===== src/rtl/etapa_salida.sv =====
// Output stage of the pipelined divider: applies sign correction to the final
// quotient/remainder and holds results in a 2-entry in-order buffer.
module etapa_salida #(
  parameter int AnchoDv = 15,
  parameter int AnchoDd = 31,
  parameter int AnchoQ  = 15
) (
  input  logic             clk,
  input  logic             reset,
  input  logic             goIn,
  input  logic [AnchoDv:0] divisorIn,
  input  logic [AnchoDd:0] dividendIn,
  input  logic [AnchoQ:0]  quotientIn,
  input  logic             negDivisorIn,
  input  logic             negDividendIn,
  input  logic             DivisorNoCeroIn,
  input  logic             readyIn,
  output logic             validOut,
  output logic [AnchoQ:0]  quotientOut,
  output logic [AnchoDv:0] remainderOut,
  output logic             divZeroOut,
  output logic             stallOut,
  output logic             overflowOut
);

  localparam int HiDdMin = (AnchoDd + 1) / 2;
  localparam int AnchoR  = AnchoDd + 1 - HiDdMin;

  typedef struct packed {
    logic [AnchoQ:0]  q;
    logic [AnchoDv:0] r;
    logic             dz;
  } entry_t;

  typedef enum logic [1:0] {
    EMPTY = 2'd0,
    ONE   = 2'd1,
    FULL  = 2'd2
  } state_t;

  state_t r_state;
  state_t w_stateNext;

  entry_t r_head;
  entry_t r_tail;
  entry_t w_new;
  logic   r_overflow;

  logic   w_push;
  logic   w_pop;
  logic   w_valid;
  logic   w_stall;

  logic [AnchoR-1:0]         w_remMag;
  logic [AnchoR+AnchoDv:0]   w_remWide;
  logic [AnchoDv:0]          w_remFit;
  logic                      w_unused;

  // Divisor and the low half of the partial remainder are carried only for debug.
  assign w_unused = ^{divisorIn, dividendIn[HiDdMin-1:0]};

  // Zero-extend first, then truncate, so any remainder/divisor width ratio works.
  assign w_remMag  = dividendIn[AnchoDd:HiDdMin];
  assign w_remWide = {{(AnchoDv+1){1'b0}}, w_remMag};
  assign w_remFit  = w_remWide[AnchoDv:0];

  always_comb begin
    w_new = '0;
    if (!DivisorNoCeroIn) begin
      w_new.q  = '1;
      w_new.r  = '0;
      w_new.dz = 1'b1;
    end else begin
      w_new.q  = (negDivisorIn ^ negDividendIn) ? (~quotientIn + 1'b1) : quotientIn;
      w_new.r  = negDividendIn ? (~w_remFit + 1'b1) : w_remFit;
      w_new.dz = 1'b0;
    end
  end

  always_comb begin
    w_stateNext = r_state;
    w_valid     = (r_state != EMPTY);
    w_stall     = (r_state == FULL) && !readyIn;
    w_push      = goIn && ((r_state != FULL) || readyIn);
    w_pop       = w_valid && readyIn;
    case (r_state)
      EMPTY: begin
        if (w_push) w_stateNext = ONE;
      end
      ONE: begin
        if (w_push && !w_pop)      w_stateNext = FULL;
        else if (!w_push && w_pop) w_stateNext = EMPTY;
      end
      FULL: begin
        if (w_pop && !w_push) w_stateNext = ONE;
      end
      default: w_stateNext = EMPTY;
    endcase
  end

  always_ff @(posedge clk) begin
    if (reset) r_state <= EMPTY;
    else       r_state <= w_stateNext;
  end

  always_ff @(posedge clk) begin
    if (reset) begin
      r_head     <= '0;
      r_tail     <= '0;
      r_overflow <= 1'b0;
    end else begin
      if (goIn && w_stall) r_overflow <= 1'b1;
      case (r_state)
        EMPTY: begin
          if (w_push) r_head <= w_new;
        end
        ONE: begin
          if (w_push && w_pop) r_head <= w_new;
          else if (w_push)     r_tail <= w_new;
        end
        FULL: begin
          if (w_pop) begin
            r_head <= r_tail;
            if (w_push) r_tail <= w_new;
          end
        end
        default: ;
      endcase
    end
  end

  assign validOut     = w_valid;
  assign quotientOut  = r_head.q;
  assign remainderOut = r_head.r;
  assign divZeroOut   = r_head.dz;
  assign stallOut     = w_stall;
  assign overflowOut  = r_overflow;

endmodule


===== config.mk =====
export PLATFORM = sky130hd
export DESIGN_NAME = etapa_salida
export DESIGN_NICKNAME = d
export VERILOG_FILES = /design/src/rtl/etapa_salida.sv
export SDC_FILE = /design/constraint.sdc
export NUM_CORES = 1
export LEC_CHECK = 0
export BUFFER_PORTS_ARGS = -buffer_cell sky130_fd_sc_hd__buf_2
export CORE_ASPECT_RATIO = 1.4
export CORE_MARGIN = 8
export CORE_UTILIZATION = 53
export CTS_BUF_LIST = sky130_fd_sc_hd__clkbuf_4 sky130_fd_sc_hd__clkbuf_8
export CTS_CLUSTER_DIAMETER = 40
export DETAILED_ROUTE_END_ITERATION = 7
export GPL_TIMING_DRIVEN = 0
export PLACE_DENSITY_LB_ADDON = 0.08
export RECOVER_POWER = 100
export SLEW_MARGIN = 40
export SYNTH_ARGS = -nofsm -noshare
export SYNTH_HDL_FRONTEND = slang
export SYNTH_SLANG_ARGS = --single-unit

===== constraint.sdc =====
create_clock -name clk -period 3.15 [get_ports clk]
set_input_delay 0.63 -clock clk [delete_from_list [all_inputs] [get_ports clk]]
set_output_delay 0.63 -clock clk [all_outputs]
set_load 0.02 [all_outputs]

==> run_results.csv <==
group,metric,value,unit
run_status,status,"complete, no violations",
synthesis,ys_ff_latch,69,
die,die_h,111.4,um
critical_path,rr_worst_depth,7,
clock_tree,clk_path_buf_depth,2,
critical_path,cp_top_family,"buffers and inverters",
place,place_congestion,0.9303,
clock_tree,clk_pin_slew,70,ps
power_and_ir_drop,p_leak,0.001452,uW
die,io_pins,107,
critical_path,critPathKind,"flip-flop to output port",
global_route,grt_max_degree,11,
global_route,antenna_found_initial,0,
clock_tree,numClockSinks,69,
synthesis,syn_inst,432,
power_and_ir_drop,power.density,520.7,nW/um2
synthesis,ys_warn_count,0,
die,coreArea,6254,um2
critical_path,crit_cells,6,
layout,synthToLayoutAreaGrowth,16.87,%
drt,num_vias,3590,
timing,fin_skew,9.320,ps
layout,n_fill_cell,587,
power_and_ir_drop,p_sw,645.9,uW
synthesis,synth_edf_count,0,
drt,drt_iter0_drc,313,
timing,min_period,2713,ps
layout,final_util,64.33,%
power_and_ir_drop,p_int,1448,uW
timing,rsz0062_at_grt,"no",
critical_path,cpMaxStageDelayCell,"clkbuf_1",
critical_path,worstPathRequired,2520,ps
critical_path,crit_arrival,2080,ps
global_route,grt_overflow,0,
layout,drive_gt1_share,10.21,%
drt,first_pass_iters,4,
clock_tree,numCtsBuffers,9,
clock_tree,cts.repair.resized,0,
drt,ant_nets,0,
power_and_ir_drop,pwr-share-seq,46.0,%
synthesis,syn_area,3442,um2
power_and_ir_drop,combPwrFrac,21.5,%
critical_path,crit_path_max_fanout,10,
job,cap_violations,0,
critical_path,start_kind,"flip-flop",
layout,final_common_cell,"clkbuf_1",
timing,period_share,86.11,%
worst_hold_path,whs_path_depth,2,
die,rows,34,
timing,setup_viol,0,
clock_tree,cts_tree,"built",
layout,final_cell_mix,"clkbuf_1, dfxtp_1, a21oi_1",
power_and_ir_drop,clockPowerShare,32.5,%
die,chipWidth,84.11,um
power_and_ir_drop,swShare,30.84,%
drt,routedWlPerCell,17.80,um
die,dieArea,9366,um2
timing,setup_tns,0,ps
synthesis,synth_ff_type,"dfxtp_1",
critical_path,critPathMaxStageDelay,460,ps
layout,layout.nets,588,
timing,fmaxAchievable,368.7,MHz
timing,drv_slew,0,
timing,timing.final.ws_setup,437.4,ps
critical_path,crit_chain,"clkbuf_1, nand2b_1, clkbuf_1, clkbuf_1, nor2_1, clkbuf_1",
synthesis,async_reset_ff_share,0,%
timing,worstMarginPinSlew,723.1,ps
place,dp_slack,415.6,ps
critical_path,critPathBufInv,4,
critical_path,cp-end-kind,"output port",
clock_tree,h-tree-depth,3,
power_and_ir_drop,peakVddDrop,249.1,uV
clock_tree,clockRootBuffer,"clkbuf_8",
critical_path,cpMostUsedCell,"clkbuf_1",
drt,drcViolationCount,0,
worst_hold_path,hold_path.class,"flip-flop to flip-flop",
place,hpwl,7803,um
global_route,grt_pass1_vias,3535,
place,port_buffers,72,
die,start_util,55.04,%
synthesis,synthesis.nets,505,
timing,hold_violations,0,
clock_tree,cts_setup_buffers,0,
drt,avgViaCountPerCell,6.074,
global_route,grt_first_pass_wirelength,17170,um
global_route,grt_usage,22.09,%
layout,n_antenna_cell,0,
synthesis,synth_area_per_cell,7.968,um2
drt,wirelength,10520,um
synthesis,synth_seq_area_share,40.13,%
timing,relSlewSlack,51.69,%
clock_tree,hold_buffers,0,
clock_tree,worstSkewPairLatency,350,ps
synthesis,synth_cell_types,52,
metrics by stage:
stage	total power [uW]	cells	instance area [um2]	hold slack [ps]
2_1_floorplan	1275	432	3442	432.0
3_3_place_gp	1429	576	3892	437.8
3_5_place_dp	1439	576	3892	442.0
4_1_cts	2103	591	4078	449.7
5_1_grt	2182	591	4023	471.3
6_report	2094	591	4023	450.9
tightest hold or removal path, stage by stage, from the launching register on:
cell and delay, ps:
dfxtp_1 310, nand2_1 50, a21oi_1 50
per-layer routing:
metal / GRT usage, % / part of all wire (%) / up-vias
li1: - / - / 1731
met1: 25.89 / 42 / 1691
met2: 37.30 / 48 / 151
met3: 6.054 / 7.5 / 17
met4: 7.977 / 2.1 / 0
met5: 0 / 0 / -
power by group through the flow:
stage | sequential (uW) | clock (uW) | combinational, uW
2_1_floorplan | 1030 | 0 | 245
3_3_place_gp | 979 | 0 | 450
3_5_place_dp | 981 | 0 | 457
4_1_cts | 962 | 681 | 460
5_1_grt | 970 | 720 | 492
6_report | 964 | 681 | 450
final cells by class:
type | instances | area (um2) | area share, %
well taps | 72 | 90.09 | 2.240
flip-flops and latches | 69 | 1381 | 34.34
repair buffers | 72 | 311.5 | 7.745
multi-input cells | 319 | 1888 | 46.94
clock buffers | 14 | 180.2 | 4.479
inverters | 7 | 26.28 | 0.6532
plain buffers | 37 | 140.1 | 3.484
clock inverters | 1 | 5.005 | 0.1244
path summary, 6_finish.rpt:
kind / slack, ps / startpoint / endpoint
min reg2reg: 450 / quotientOut[4]$_SDFFE_PP0P_ / quotientOut[4]$_SDFFE_PP0P_
min: 450 / quotientOut[4]$_SDFFE_PP0P_ / quotientOut[4]$_SDFFE_PP0P_
max reg2reg: 690 / r_state[1]$_SDFFE_PP0P_ / quotientOut[6]$_SDFFE_PP0P_
max: 440 / r_state[1]$_SDFFE_PP0P_ / stallOut
cell usage after synthesis (5+ instances only):
library cell | number | area share (%)
dfxtp_1 | 69 | 40
a21oi_1 | 50 | 7.3
nor2_1 | 45 | 4.9
nand2_1 | 36 | 3.9
clkbuf_1 | 32 | 3.5
o21ai_0 | 24 | 3.5
xnor2_1 | 21 | 5.3
nand3_1 | 18 | 2.6
o221ai_1 | 11 | 2.8
nor2b_1 | 9 | 1.6
o22ai_1 | 9 | 1.6
inv_1 | 7 | 0.76
nor3_1 | 7 | 1.0
o41ai_1 | 7 | 1.8
xor2_1 | 7 | 1.8
a31oi_1 | 6 | 1.1
or3_1 | 6 | 1.1
a221oi_1 | 5 | 1.3
o31ai_1 | 5 | 1.1
or4_1 | 5 | 1.1
state kept, by name, summed over array words and instances (netlist names):
name / cells
r_tail: 33
quotientOut: 16
remainderOut: 16
r_state: 2
divZeroOut: 1
overflowOut: 1
cell families (layout without fill, tap and decap cells):
family / after synthesis / count (layout) / share of synthesized area [%]
xor gates and xnor gates: 28 / 28 / 7.125
adders and majority gates: 2 / 2 / 0.7269
buffers and inverters: 44 / 131 / 4.835
AOI/OAI and AO/OA: 139 / 139 / 25.66
muxes: 2 / 2 / 0.6179
and+or+nand+nor: 148 / 148 / 20.90
DFF: 69 / 69 / 40.13
Note: power is estimated with default switching activity, not from simulation.
